**src/rtl/updown_bcd_display.sv**
```systemverilog
// Multi-digit up/down counter with per-digit radix, clamped load, wrap/saturate at the
// terminal value, and a time-multiplexed seven-segment driver for the scanned digit.
module updown_bcd_display #(
   parameter int DIGITS      = 4,
   parameter int BASE        = 10,
   parameter int WRAP        = 1,
   parameter int SEG_ACT_LOW = 1,
   parameter int SCAN_DIV    = 1024
) (
   input  logic                wb_clk_i,
   input  logic                wb_rst_n_i,
   input  logic                en_i,
   input  logic                up_i,
   input  logic                load_i,
   input  logic [4*DIGITS-1:0] load_val_i,
   output logic [4*DIGITS-1:0] count_o,
   output logic                tc_o,
   output logic [6:0]          seg_o,
   output logic [DIGITS-1:0]   dig_sel_o
);

   localparam logic [3:0]    DMAX = 4'(BASE - 1);
   localparam int            PW   = (SCAN_DIV > 1) ? $clog2(SCAN_DIV) : 1;
   localparam int            IW   = (DIGITS > 1) ? $clog2(DIGITS) : 1;
   localparam logic [PW-1:0] PMAX = PW'(SCAN_DIV - 1);
   localparam logic [IW-1:0] IMAX = IW'(DIGITS - 1);

   logic [4*DIGITS-1:0] count_q;
   logic [4*DIGITS-1:0] step_val;
   logic [4*DIGITS-1:0] load_clamped;
   logic                tc_q;
   logic                at_term;
   logic                carry;
   logic [3:0]          d;
   logic [PW-1:0]       presc_q;
   logic [IW-1:0]       scan_q;
   logic [3:0]          cur_digit;
   logic [6:0]          seg_low;

   // Ripple carry/borrow chain; at the terminal value it naturally yields the wrapped value.
   always_comb begin
      step_val     = count_q;
      load_clamped = load_val_i;
      carry        = 1'b1;
      at_term      = 1'b1;
      d            = 4'd0;
      for (int i = 0; i < DIGITS; i++) begin
         d = count_q[4*i +: 4];
         if (up_i ? (d != DMAX) : (d != 4'd0)) at_term = 1'b0;
         if (carry) begin
            if (up_i) begin
               if (d == DMAX) begin
                  step_val[4*i +: 4] = 4'd0;
               end else begin
                  step_val[4*i +: 4] = d + 4'd1;
                  carry              = 1'b0;
               end
            end else begin
               if (d == 4'd0) begin
                  step_val[4*i +: 4] = DMAX;
               end else begin
                  step_val[4*i +: 4] = d - 4'd1;
                  carry              = 1'b0;
               end
            end
         end
         if (load_val_i[4*i +: 4] > DMAX) load_clamped[4*i +: 4] = DMAX;
      end
   end

   always_ff @(posedge wb_clk_i or negedge wb_rst_n_i) begin
      if (!wb_rst_n_i) begin
         count_q <= '0;
         tc_q    <= 1'b0;
      end else if (load_i) begin
         count_q <= load_clamped;
         tc_q    <= 1'b0;
      end else if (en_i) begin
         tc_q <= at_term;
         if (!at_term || (WRAP != 0)) count_q <= step_val;
      end else begin
         tc_q <= 1'b0;
      end
   end

   // Free-running scan: the index advances once per SCAN_DIV clocks.
   always_ff @(posedge wb_clk_i or negedge wb_rst_n_i) begin
      if (!wb_rst_n_i) begin
         presc_q <= '0;
         scan_q  <= '0;
      end else if (presc_q == PMAX) begin
         presc_q <= '0;
         scan_q  <= (scan_q == IMAX) ? '0 : scan_q + IW'(1);
      end else begin
         presc_q <= presc_q + PW'(1);
      end
   end

   always_comb begin
      cur_digit = 4'd0;
      for (int i = 0; i < DIGITS; i++) begin
         if (scan_q == IW'(i)) cur_digit = count_q[4*i +: 4];
      end
   end

   always_comb begin
      case (cur_digit)
         4'h0:    seg_low = 7'b0000001;
         4'h1:    seg_low = 7'b1001111;
         4'h2:    seg_low = 7'b0010010;
         4'h3:    seg_low = 7'b0000110;
         4'h4:    seg_low = 7'b1001100;
         4'h5:    seg_low = 7'b0100100;
         4'h6:    seg_low = 7'b0100000;
         4'h7:    seg_low = 7'b0001111;
         4'h8:    seg_low = 7'b0000000;
         4'h9:    seg_low = 7'b0000100;
         4'hA:    seg_low = 7'b0001000;
         4'hB:    seg_low = 7'b1100000;
         4'hC:    seg_low = 7'b0110001;
         4'hD:    seg_low = 7'b1000010;
         4'hE:    seg_low = 7'b0110000;
         default: seg_low = 7'b0111000;
      endcase
   end

   assign seg_o     = (SEG_ACT_LOW != 0) ? seg_low : ~seg_low;
   assign dig_sel_o = DIGITS'(1) << scan_q;
   assign count_o   = count_q;
   assign tc_o      = tc_q;

endmodule

```
**config.mk**
```make
export PLATFORM = sky130hd
export DESIGN_NAME = updown_bcd_display
export DESIGN_NICKNAME = d
export VERILOG_FILES = /design/src/rtl/updown_bcd_display.sv
export SDC_FILE = /design/constraint.sdc
export NUM_CORES = 1
export LEC_CHECK = 0
export ABC_AREA = 1
export BUFFER_PORTS_ARGS = -buffer_cell sky130_fd_sc_hd__buf_2
export CORE_MARGIN = 2
export CORE_UTILIZATION = 40
export CTS_CLUSTER_SIZE = 16
export DETAILED_ROUTE_END_ITERATION = 8
export PLACE_DENSITY = 0.68
export REMOVE_ABC_BUFFERS = 1
export SLEW_MARGIN = 10
export SYNTH_ARGS = -nofsm -noshare
export SYNTH_HDL_FRONTEND = slang
export SYNTH_SLANG_ARGS = --single-unit
```
**constraint.sdc**
```tcl
create_clock -name wb_clk_i -period 6.05 [get_ports wb_clk_i]
set_clock_uncertainty 0.2 [all_clocks]
set_input_delay 1.815 -clock wb_clk_i [delete_from_list [all_inputs] [get_ports wb_clk_i]]
set_output_delay 1.815 -clock wb_clk_i [all_outputs]
set_load 0.1 [all_outputs]
```
==> reports/metrics.cfg <==
[detailed_routing]
vias = 2632
drt-initial-drc-count = 174
vias_per_cell = 4.94
drt_first_pass_iters = 4
wl_um = 6150
wl_per_cell_um = 11.5
final_antenna_net_count = 0
route.detailed.drc = 0

[final_layout]
drive_above_1_share_pct = 19.5
mostFrequentLayoutCell = nand2_1
final_cell_mix = 159 x nand2_1, 48 x buf_2, 42 x nand3_1, 35 x inv_1, 31 x nor2_1
fin_util_pct = 46.8
nets = 488
area_growth_pct = 14.7
fill_cells = 663
final_area_um2 = 2920
diodes = 0
final_cells = 533

[place]
place_inst = 525
dpl.hpwl_um = 4630
place.gp.congestion = 0.877
placed_area_um2 = 2840
port_buffers = 48

[timing]
setup_violations = 0
finalCriticalPeriod_ns = 4.81
fmax_ghz = 0.208
relSlewSlack_pct = 42.5
hold_viol = 0
tightest_slew_ns = 0.862
finalCritPeriodShare_pct = 79.5
rsz0062_at_grt = false
slew_violations = 0

[yosys]
ys_warn_count = 0
synth_compound_area_share_pct = 11.2
muxShareOfSynthArea_pct = 0
syn_inst = 409
synth-adder-area-share_pct = 5.89
synth_xor_area_share_pct = 1.38
netlist_top_cells_area = dfrtp_1 28%, nand2_1 23%, nand3_1 8.3%
synth.avg_cell_area_um2 = 6.23
ys_types = 31
yosys.area_share.simple_pct = 44.1
syn_area_um2 = 2550
yosysSeqAreaShare_pct = 28.5
synth_top_area_share_pct = 28.5
synth_top_family_by_area = simple AND/OR/NAND/NOR gates
synth_area_leader_cell = dfrtp_1
ys_ff_latch = 29

[cts]
cts_tree = yes
postCtsSetupBuffers = 0
clk_pin_slew_ns = 0.07
root_buffer = clkbuf_8
clock_latency_ns = 0.28
clock-sinks = 29
cts_resized = 0
ctsLongestPathBuffers = 2
holdBufCountCts = 0
htreeDepth = 2
cts_buffers = 5

[pwr]
power-per-cell-area_nw_per_um2 = 294
combPwrFrac_pct = 53.1
leakagePower_nw = 1.67
switching_share_pct = 55.3
p_switching_mw = 0.475
power_mw = 0.859
p_seq_share_pct = 28.5
p_int_mw = 0.384
power_frac_clock_pct = 18.4
ir_worst_vdd_uv = 221

[global_routing]
grt-ovfl-total = 0
grt_pass1_vias = 2499
grt_max_degree = 30
antenna_found_initial = 0
grt_pass1_wl_um = 11100
track_usage_pct = 18.8

[hold_path]
hp-class = register to register
hold_path_depth = 1
hold_end = presc_q[9]
hp-start = presc_q[9]

[floorplanning]
start_util_pct = 40.8
core_area_um2 = 6240
die_area_um2 = 7020
fp-row-count = 29
die_w_um = 83.8
ios = 49
dieHeight_um = 83.8

[setup_path]
worstPathArrival_ns = 2.79
rr_endpoint = scan_q[1]
crit_path_max_fanout = 7
r2r_slack_ns = 4.28
path_class = register to output pin
end_kind = output pin
r2r-start = presc_q[0]
r2r.worst_path.cells = 9
required_ns = 4.03
startpoint_type = register

[job]
cap_violations = 0

[outcome]
outcome = complete, no violations

[cell usage after synthesis]
library cell	n
a21oi_1	8
a22oi_1	3
a31oi_1	3
buf_1	1
buf_2	8
clkinv_1	1
dfrtp_1	29
ha_1	12
inv_1	35
inv_2	13
nand2_1	159
nand2_2	6
nand2_4	3
nand3_1	42
nand3_2	1
nand3_4	1
nand3b_1	1
nand4_1	3
nor2_1	31
nor2_2	6
nor2_8	1
nor3_1	2
o211ai_1	2
o21ai_0	18
o21ai_1	10
o21ai_2	1
o21ai_4	1
o21bai_1	1
o221ai_1	2
or2_2	1
xor2_1	4
[cells by family (layout without fill, tap and decap cells)]
group	after synthesis	after routing
buffers and inverters	58	105
adders and majority gates	12	12
xor gates and xnor gates	4	4
DFF	29	29
and+or+nand+nor	257	257
AOI/OAI and AO/OA	49	49
[worst max-delay path, cell delays in order, from the launching register on]
cell,delay [ns]
dfrtp_1,0.37
inv_1,0.08
ha_1,0.21
inv_1,0.15
nand3_1,0.09
o21ai_0,0.09
nand2_1,0.08
nand2_1,0.06
o21ai_0,0.23
ha_1,0.37
inv_1,0.05
o21ai_0,0.18
nand2_1,0.07
nand2_1,0.06
buf_2,0.41
[state kept, by name, indices dropped and copies added (netlist names)]
signal,flops
count_o,16
presc_q,10
scan_q,2
tc_o,1
[layout make-up]
type                            instances  area (µm²)  area share (%)
Timing Repair Buffer                   48         240            8.22
Clock buffer                            6        72.6            2.48
Tap cell                               77        96.3            3.30
Multi-Input combinational cell        322        1590            54.5
Clock inverter                          2        10.0           0.342
Inverter                               49         184            6.29
Sequential cell                        29         726            24.8
[layer usage]
metal  share of wire, %  global-route usage (%)  wire length, µm
met1                 47                    24.2             2880
met2                 47                    31.6             2910
met3                4.4                    3.76              273
met4                1.4                    6.30               89
met5                  0                       0                0
[how the worst max path moves through the flow]
stage | to | cells after the start | from
floorplan | seg_o[4] | 11 | scan_q[1]
global placement | seg_o[5] | 9 | scan_q[0]
detailed placement | seg_o[5] | 9 | scan_q[0]
CTS | seg_o[5] | 9 | scan_q[0]
global route | seg_o[5] | 9 | scan_q[0]
finish | seg_o[3] | 14 | scan_q[1]
[power groups by stage]
stage	logic, mW	registers (mW)	clock network (mW)
5_1_grt	0.498	0.248	0.172
4_1_cts	0.457	0.245	0.163
6_report	0.456	0.245	0.158
3_3_place_gp	0.454	0.249	0
3_5_place_dp	0.456	0.249	0
2_1_floorplan	0.252	0.367	0
[metrics by stage]
step | setup TNS, ns | hold WS (ns) | worst slack [ns]
CTS | 0 | 0.300 | 1.22
global route | 0 | 0.325 | 0.894
floorplan | -0.427 | 0.262 | -0.427
detailed placement | 0 | 0.282 | 1.53
finish | 0 | 0.293 | 1.24
global placement | 0 | 0.279 | 1.61
No activity file was read; power rests on OpenSTA's default activity.
